$ cat src/rtl/cpu_pkg.sv
`default_nettype none
// ============================================================================
// Module   : cpu_pkg
// Brief    : Shared branch opcodes, ALU flag indices and redirect FSM states.
// Revision : 1.0
// ============================================================================
package cpu_pkg;

    localparam logic [4:0] c_OP_BEQ = 5'b10011;
    localparam logic [4:0] c_OP_BLT = 5'b10100;
    localparam logic [4:0] c_OP_BGT = 5'b10101;
    localparam logic [4:0] c_OP_BNE = 5'b10110;

    localparam int unsigned c_FLAG_EQ = 1;
    localparam int unsigned c_FLAG_LT = 0;

    typedef enum logic [1:0] {
        ST_IDLE     = 2'd0,
        ST_REDIRECT = 2'd1,
        ST_SQUASH   = 2'd2
    } br_state_e;

endpackage
`default_nettype wire

$ cat src/rtl/sat_counter.sv
`default_nettype none
// ============================================================================
// Module   : sat_counter
// Brief    : Up-counter that sticks at all-ones; clear wins over increment.
// Revision : 1.0
// ============================================================================
module sat_counter #(
    parameter int W = 16
) (
    input  logic         clk,
    input  logic         rst_n,
    input  logic         inc,
    input  logic         clr,
    output logic [W-1:0] count
);

    localparam logic [W-1:0] c_MAX = '1;

    logic [W-1:0] r_count;

    always_ff @(posedge clk) begin
        if (!rst_n) begin
            r_count <= '0;
        end else if (clr) begin
            r_count <= '0;
        end else if (inc && (r_count != c_MAX)) begin
            r_count <= r_count + W'(1);
        end
    end

    assign count = r_count;

endmodule
`default_nettype wire

$ cat src/rtl/branch_redirect_ctrl.sv
`default_nettype none
// ============================================================================
// Module   : branch_redirect_ctrl
// Brief    : Resolves EX-stage branches, drives PC redirect/flush, squashes
//            wrong-path EX slots and keeps saturating branch statistics.
// Revision : 1.0
// ============================================================================
module branch_redirect_ctrl
    import cpu_pkg::*;
#(
    parameter int ADDR_W        = 16,
    parameter int SQUASH_CYCLES = 2,
    parameter int CNT_W         = 16
) (
    input  logic              clk,
    input  logic              rst_n,
    input  logic              ex_valid,
    input  logic [4:0]        ex_opcode,
    input  logic [1:0]        ex_flags,
    input  logic [ADDR_W-1:0] ex_target,
    input  logic              stall_in,
    input  logic              cnt_clr,
    output logic              pc_redirect,
    output logic [ADDR_W-1:0] pc_target,
    output logic              flush_if_id,
    output logic              flush_id_ex,
    output logic              busy,
    output logic [CNT_W-1:0]  br_total,
    output logic [CNT_W-1:0]  br_taken
);

    localparam int              c_SQ_W    = (SQUASH_CYCLES > 1) ? $clog2(SQUASH_CYCLES + 1) : 1;
    localparam logic [c_SQ_W-1:0] c_SQ_LOAD = c_SQ_W'(SQUASH_CYCLES);
    localparam logic [c_SQ_W-1:0] c_SQ_ONE  = c_SQ_W'(1);

    function automatic logic is_branch(input logic [4:0] op);
        return (op == c_OP_BEQ) || (op == c_OP_BLT) || (op == c_OP_BGT) || (op == c_OP_BNE);
    endfunction

    function automatic logic branch_taken(input logic [4:0] op, input logic [1:0] fl);
        logic t;
        t = 1'b0;
        case (op)
            c_OP_BEQ: t =  fl[c_FLAG_EQ];
            c_OP_BLT: t =  fl[c_FLAG_LT];
            c_OP_BGT: t = ~fl[c_FLAG_LT];
            c_OP_BNE: t = ~fl[c_FLAG_EQ];
            default:  t = 1'b0;
        endcase
        return t;
    endfunction

    br_state_e         r_state;
    br_state_e         w_next_state;
    logic [c_SQ_W-1:0] r_sq_cnt;
    logic [c_SQ_W-1:0] w_next_sq_cnt;
    logic [ADDR_W-1:0] r_pc_target;
    logic              r_redirect;
    logic              r_busy;
    logic              w_resolve;
    logic              w_taken;

    // A branch held under stall resolves only on its first unstalled cycle.
    assign w_resolve = (r_state == ST_IDLE) && ex_valid && is_branch(ex_opcode) && !stall_in;
    assign w_taken   = w_resolve && branch_taken(ex_opcode, ex_flags);

    always_comb begin
        w_next_state  = r_state;
        w_next_sq_cnt = r_sq_cnt;
        case (r_state)
            ST_IDLE: begin
                if (w_taken) begin
                    w_next_state  = ST_REDIRECT;
                    w_next_sq_cnt = c_SQ_LOAD;
                end
            end
            ST_REDIRECT: begin
                if (!stall_in) begin
                    w_next_state = (SQUASH_CYCLES > 0) ? ST_SQUASH : ST_IDLE;
                end
            end
            ST_SQUASH: begin
                if (!stall_in) begin
                    w_next_sq_cnt = r_sq_cnt - c_SQ_ONE;
                    if (r_sq_cnt == c_SQ_ONE) begin
                        w_next_state = ST_IDLE;
                    end
                end
            end
            default: begin
                w_next_state = ST_IDLE;
            end
        endcase
    end

    always_ff @(posedge clk) begin
        if (!rst_n) begin
            r_state     <= ST_IDLE;
            r_sq_cnt    <= '0;
            r_pc_target <= '0;
            r_redirect  <= 1'b0;
            r_busy      <= 1'b0;
        end else begin
            r_state    <= w_next_state;
            r_sq_cnt   <= w_next_sq_cnt;
            r_redirect <= (w_next_state == ST_REDIRECT);
            r_busy     <= (w_next_state != ST_IDLE);
            if (w_taken) begin
                r_pc_target <= ex_target;
            end
        end
    end

    sat_counter #(.W(CNT_W)) u_cnt_total (
        .clk   (clk),
        .rst_n (rst_n),
        .inc   (w_resolve),
        .clr   (cnt_clr),
        .count (br_total)
    );

    sat_counter #(.W(CNT_W)) u_cnt_taken (
        .clk   (clk),
        .rst_n (rst_n),
        .inc   (w_taken),
        .clr   (cnt_clr),
        .count (br_taken)
    );

    assign pc_redirect = r_redirect;
    assign flush_if_id = r_redirect;
    assign flush_id_ex = r_redirect;
    assign pc_target   = r_pc_target;
    assign busy        = r_busy;

endmodule
`default_nettype wire

$ cat config.mk
export PLATFORM = sky130hd
export DESIGN_NAME = branch_redirect_ctrl
export DESIGN_NICKNAME = d
export VERILOG_FILES = /design/src/rtl/cpu_pkg.sv /design/src/rtl/sat_counter.sv /design/src/rtl/branch_redirect_ctrl.sv
export SDC_FILE = /design/constraint.sdc
export NUM_CORES = 1
export LEC_CHECK = 0
export BUFFER_PORTS_ARGS = -buffer_cell sky130_fd_sc_hd__buf_4
export CORE_MARGIN = 2
export CORE_UTILIZATION = 55
export DETAILED_ROUTE_END_ITERATION = 6
export PLACE_DENSITY = 0.88
export SLEW_MARGIN = 0
export SYNTH_ARGS = -nofsm -noshare
export SYNTH_HDL_FRONTEND = slang
export SYNTH_SLANG_ARGS = --single-unit
export TNS_END_PERCENT = 20
$ cat constraint.sdc
create_clock -name clk -period 3.45 [get_ports clk]
set_input_delay 0.8625 -clock clk [delete_from_list [all_inputs] [get_ports clk]]
set_output_delay 0.8625 -clock clk [all_outputs]
set_load 0.005 [all_outputs]
After elaboration in Yosys (flattened, before gate mapping)
Index checks and enable logic that the tools add are counted.

operators by class
  divide/modulo/power cells = 0
  reductions and logical operators = 15
  bitwise gates (word level) = 3
  $mul = 0
  $lt $le $gt $ge = 0
  mux-type cells = 9
  equal/unequal tests = 12
  add/sub/neg operators = 3
  shift-type cells = 0

operators with widths
  cell                   count
  $add 16x1->16 const B  2
  $ne 16x16->1 const B   2
  $eq 5x5->1 const B     4
  $mux 2                 6
  $eq 2x1->1 const B     3
  $logic_and 1x1->1      6
  $pmux 2 s3             1
  $pmux 1 s4             1
  $pmux 2 s2             1
  $reduce_bool 2->1      2
  $logic_or 1x1->1       3
  $not 1->1              3
  $reduce_and 3->1       1
  $eq 2x2->1 const B     1
  $logic_not 2->1        1
  $ne 2x1->1 const B     1
  $ne 2x2->1 const B     1
  $reduce_or 2->1        1
  $sub 2x1->2 const B    1
  $logic_not 1->1        1

word-level totals
  memories kept = 0
  input port bits = 28
  ROM bits = 0
  memory bits (writable) = 0
  bits in registers = 54
  latch bits = 0

Depth between registers and ports, before layout
  word-level depth = 10
  gate-level depth with buffers = 7
  mapped depth without buffers = 6

Cells and area by module
A second synthesis with hierarchy kept.

second synthesis, totals
  cells, all modules = 292
  area, all modules = 2752.6 µm²

modules (own cells, without submodules)
  module                area an instance (µm²)  cells each  times used
  sat_counter           864.6                   91          2
  branch_redirect_ctrl  1023.5                  110         1

Least setup slack after synthesis
No wires, ideal clock.

  path type = in2reg
  start = input port ex_opcode[3]
  end = register r_sq_cnt[0]
  required time = 3.335 ns
  cell stages on the path = 7
  path buffers = 2
  data arrival time = 2.079 ns
  setup slack = 1.257 ns
  cell sequence = and4bb_1 o211ai_4 a21o_4 buf_6 buf_4 and3_1 o21a_1

between the ends
  word-level cells in the longest chain between the ends = 9
  elaborated cells between the ends (all ways) = 13
  classes of those cells = eq/ne: 5; mux: 1; reduce/logical: 7

ends and longest elaborated chain
  item                            line                                                    text
  from (decl)                     branch_redirect_ctrl.sv:18                              input logic [4:0] ex_opcode,
  $eq 5x5->1                      branch_redirect_ctrl.sv:37, branch_redirect_ctrl.sv:43
  $logic_or 1x1->1 (3 in a row)   branch_redirect_ctrl.sv:37                              return (op == c_OP_BEQ) || (op == c_OP_BLT) || (op == c_OP_BGT) || (op == c_OP_BNE);
  $logic_and 1x1->1 (2 in a row)  branch_redirect_ctrl.sv:64                              assign w_resolve = (r_state == ST_IDLE) && ex_valid && is_branch(ex_opcode) && !stall_in;
  $logic_and 1x1->1 *             branch_redirect_ctrl.sv:65                              assign w_taken = w_resolve && branch_taken(ex_opcode, ex_flags);
  $ne 2x1->1 (no line) *          n/a
  $reduce_and 3->1 (no line) *    n/a
  to (signal assigned)            branch_redirect_ctrl.sv:105                             r_sq_cnt <= w_next_sq_cnt;
  to (decl)                       branch_redirect_ctrl.sv:55                              logic [c_SQ_W-1:0] r_sq_cnt;

Mark *: on every way between the ends. The rest lies on a longest branch, timed or not.
A chain may end at the register's enable or synchronous reset.

Worst setup path after layout
  start = input port ex_opcode[3]
  end = register u_cnt_taken.r_count[6], in the netlist u_cnt_taken.count[6]

between the ends
  word-level cells in the longest chain between the ends = 8
  elaborated cells between the ends (all ways) = 12
  classes of those cells = eq/ne: 4; mux: 1; reduce/logical: 7

ends and longest elaborated chain
  item                            line                                                    text
  $eq 5x5->1                      branch_redirect_ctrl.sv:37, branch_redirect_ctrl.sv:43
  $logic_or 1x1->1 (3 in a row)   branch_redirect_ctrl.sv:37
  $logic_and 1x1->1 (2 in a row)  branch_redirect_ctrl.sv:64
  $logic_and 1x1->1 *             branch_redirect_ctrl.sv:65
  $logic_and 1x1->1 *             sat_counter.sv:26                                       end else if (inc && (r_count != c_MAX)) begin
  to (signal assigned)            sat_counter.sv:27                                       r_count <= r_count + W'(1);
  to (decl)                       sat_counter.sv:19                                       logic [W-1:0] r_count;

Marks and branches as above.

==> run summary <==
================================================================================
Warnings from Yosys                                                            0
Total CTS buffers                                                              5
Number of fill cells                                                         365
Net switching share of the total power                                     19.7%
Dominant synthesized flop cell                                      sky130_fd_sc_hd__dfxtp_1
Internal cell power                                                     0.885 mW
Tmin final                                                               2340 ps
Clock tree from TritonCTS                                                    yes
Share of power burned in combinational logic                                4.8%
CTS HTree Levels                                                               2
Number of gates resized after cts                                              0
Worst-case headroom to the max-slew limit                                  42.4%
Num Clock Sinks                                                               54
Achievable frequency                                                   0.428 GHz
Register area share after synthesis                                        41.2%
Synth Area per Inst                                                     8.63 µm²
Initial core utilization                                                   56.3%
Diodes inserted                                                                0
Reg2Reg Setup Slack                                                      1370 ps
Slew of the pin with the lowest slew margin                               863 ps
Post-synthesis instance area                                            2630 µm²
Floorplan die area                                                      5340 µm²
Antenna-violating nets left                                                    0
Type of the setup path with the least slack                         input port to flop
Critical-path maximum fanout                                                  43
Hold wc startpoint                                                  pc_target[12]
Power share of the clock group                                             38.6%
Total grt overflow                                                             0
Launching instance or port of the critical path                     ex_opcode[3]
Max-slew violation count                                                       0
FF+latch count, synth                                                         54
Area growth from synthesis to layout                                       26.9%
Most common cell after layout, fill and taps aside                  sky130_fd_sc_hd__buf_4
DRT Wirelength                                                           6.06 mm
Min-Delay Path Class                                                flop to flop
Die X                                                                    73.1 µm
Final Skew                                                               5.71 ps
Power share of the sequential group                                        56.6%
Number of library cell types mapped by synthesis                              50
Final critical-path share of the clock period                              67.7%
Number of buffers inserted by hold repair at cts                               0
Global-route wire length before repair                                   9.95 mm
Post-detailed-route DRC marker count                                           0
Most area-consuming cells after synthesis                           sky130_fd_sc_hd__dfxtp_1 (41%), sky130_fd_sc_hd__nand2_1 (7.7%), sky130_fd_sc_hd__a21boi_1 (4.9%)
Total Routing Usage GR                                                     23.3%
Cell accounting for the most synthesized area                       sky130_fd_sc_hd__dfxtp_1
Number of antenna violations at the first check in global routing              0
Endpoint kind of the worst setup timing path                                flop
Reg-to-reg critical path startpoint                                 u_cnt_taken.count[0]
Post-placement cell count                                                    423
Detail-routed net length per standard cell                               14.1 µm
Clock latency at the later pin of the worst-skew pair                     300 ps
Most frequent cells in the layout                                   sky130_fd_sc_hd__buf_4 (82), sky130_fd_sc_hd__nand2_1 (54), sky130_fd_sc_hd__dfxtp_1 (54)
Final instance area                                                     3330 µm²
Async set-reset flop share out of synthesis                                   0%
Setup bufs post-CTS                                                            0
Placeable Area                                                          4660 µm²
Sum Neg Setup Slack                                                         0 ps
Non-filler cells in the finished layout                                      430
Switching power total                                                   0.218 mW
Root cell of the clock tree                                         sky130_fd_sc_hd__clkbuf_8
Vias after detailed routing                                                 2479
Placer's final routability congestion estimate                             0.848
Required time of the worst setup path                                    3670 ps
Critical path arrival                                                    2560 ps
Vias in the first global route                                              2233
Layout cell share with drive strength beyond 1                             26.3%
Count of input and output buffers                                             79
Total number of nets in the final design                                     407
Post-synth net total                                                         335
Count of standard-cell rows                                                   25
MaxCap Viol Count                                                              0
Setup violators final                                                          0
Largest net degree at the start of global routing                             44
Total iterations of the first detailed-routing run                             4
RSZ-0062 raised after global routing                                          no
Ports placed on the boundary                                                  80
Leak Pwr                                                                 1.26 nW
Maximum clock insertion buffer count                                           2
Critical path startpoint category                                     input port
Top-area cell type share of the netlist area                               41.2%
Final number of hold-violating endpoints                                       0
Placement-stage cell area                                               3220 µm²
Total power divided by cell area                                      331 nW/µm²
Maximum vdd ir drop                                                       205 µV
Cell count after synthesis                                                   304
Status                                                              finished clean
Iter 0 DRT Violations                                                        159
Die outline height                                                       73.1 µm
Clk slew on worst S/H paths                                                90 ps
Via-per-instance ratio                                                      5.77
Number of enable-type register cells in the synthesized netlist                0
HPWL after DPL                                                           4.33 mm
================================================================================
routing by layer:
metal  track usage, %  vias to the layer above  wire length (µm)  share of wire [%]
met5                0                        -                 0                  0
met4             8.44                        0                32               0.53
met3             3.87                        2               251                4.1
met2             39.9                       65              3150                 52
met1             29.3                     1177              2620                 43
li1                 -                     1235                 -                  -
cell type report:
class                   instances  area, µm²  share of cell area, %
clock buffers                   6       82.6                   2.48
inverters                       2       7.51                  0.225
flip-flops and latches         54       1080                   32.4
repair buffers                 82        616                   18.5
well taps                      54       67.6                   2.03
clock inverters                 1       30.0                  0.901
multi-input cells             231       1450                   43.4
worst max-delay path, stage by stage:
cell	delay, ps
sky130_fd_sc_hd__buf_4	120
sky130_fd_sc_hd__and4bb_1	300
sky130_fd_sc_hd__o211ai_4	180
sky130_fd_sc_hd__a21o_4	380
sky130_fd_sc_hd__or4_1	540
sky130_fd_sc_hd__a21oi_1	160
power by group through the flow:
stage / combinational [mW] / sequential, mW / clock (mW)
6_report: 0.0531 / 0.624 / 0.426
5_1_grt: 0.0582 / 0.624 / 0.454
4_1_cts: 0.0534 / 0.624 / 0.438
3_5_place_dp: 0.0533 / 0.638 / 0
3_3_place_gp: 0.0519 / 0.638 / 0
2_1_floorplan: 0.0225 / 0.638 / 0
cell usage after synthesis (7+ instances only):
library cell               number
sky130_fd_sc_hd__dfxtp_1       54
sky130_fd_sc_hd__nand2_1       54
sky130_fd_sc_hd__nor2_1        20
sky130_fd_sc_hd__a21boi_1      17
sky130_fd_sc_hd__a21oi_1       15
sky130_fd_sc_hd__nand3_1       13
sky130_fd_sc_hd__xnor2_1       11
sky130_fd_sc_hd__or4_1          8
sky130_fd_sc_hd__clkbuf_1       7
sky130_fd_sc_hd__nand2b_1       7
sky130_fd_sc_hd__nand4_1        7
sky130_fd_sc_hd__o21ai_1        7
sky130_fd_sc_hd__or3_1          7
registers in the layout, summed over array words and instances (netlist names):
name / count
r_sq_cnt: 2
pc_target: 16
busy: 1
u_cnt_total.count: 16
flush_id_ex: 1
r_state: 2
u_cnt_taken.count: 16
final timing paths:
check	cells after the start	to
setup / recovery	6	u_cnt_taken.count[6]
hold / removal	2	pc_target[12]
setup reg to reg	6	u_cnt_taken.count[13]
hold reg to reg	2	pc_target[12]
logic make-up after synthesis:
family / after synthesis / synth area share (%)
xor gates and xnor gates: 11 / 3.67
adders and majority gates: 3 / 1.43
muxes: 4 / 1.53
buffers and inverters: 19 / 3.67
AOI/OAI and AO/OA: 61 / 16.0
DFF: 54 / 41.2
and+or+nand+nor: 152 / 32.6
metrics by stage:
step | hold WS, ps | worst slack, ps | utilization, % | power, mW
3_3_place_gp | 445 | 857 | 69.1 | 0.690
6_report | 465 | 1110 | 71.5 | 1.10
4_1_cts | 466 | 1130 | 71.5 | 1.11
5_1_grt | 483 | 1010 | 71.5 | 1.14
3_5_place_dp | 453 | 801 | 69.1 | 0.692
2_1_floorplan | 442 | 1260 | - | 0.661
(Power assumes the default switching activity.)
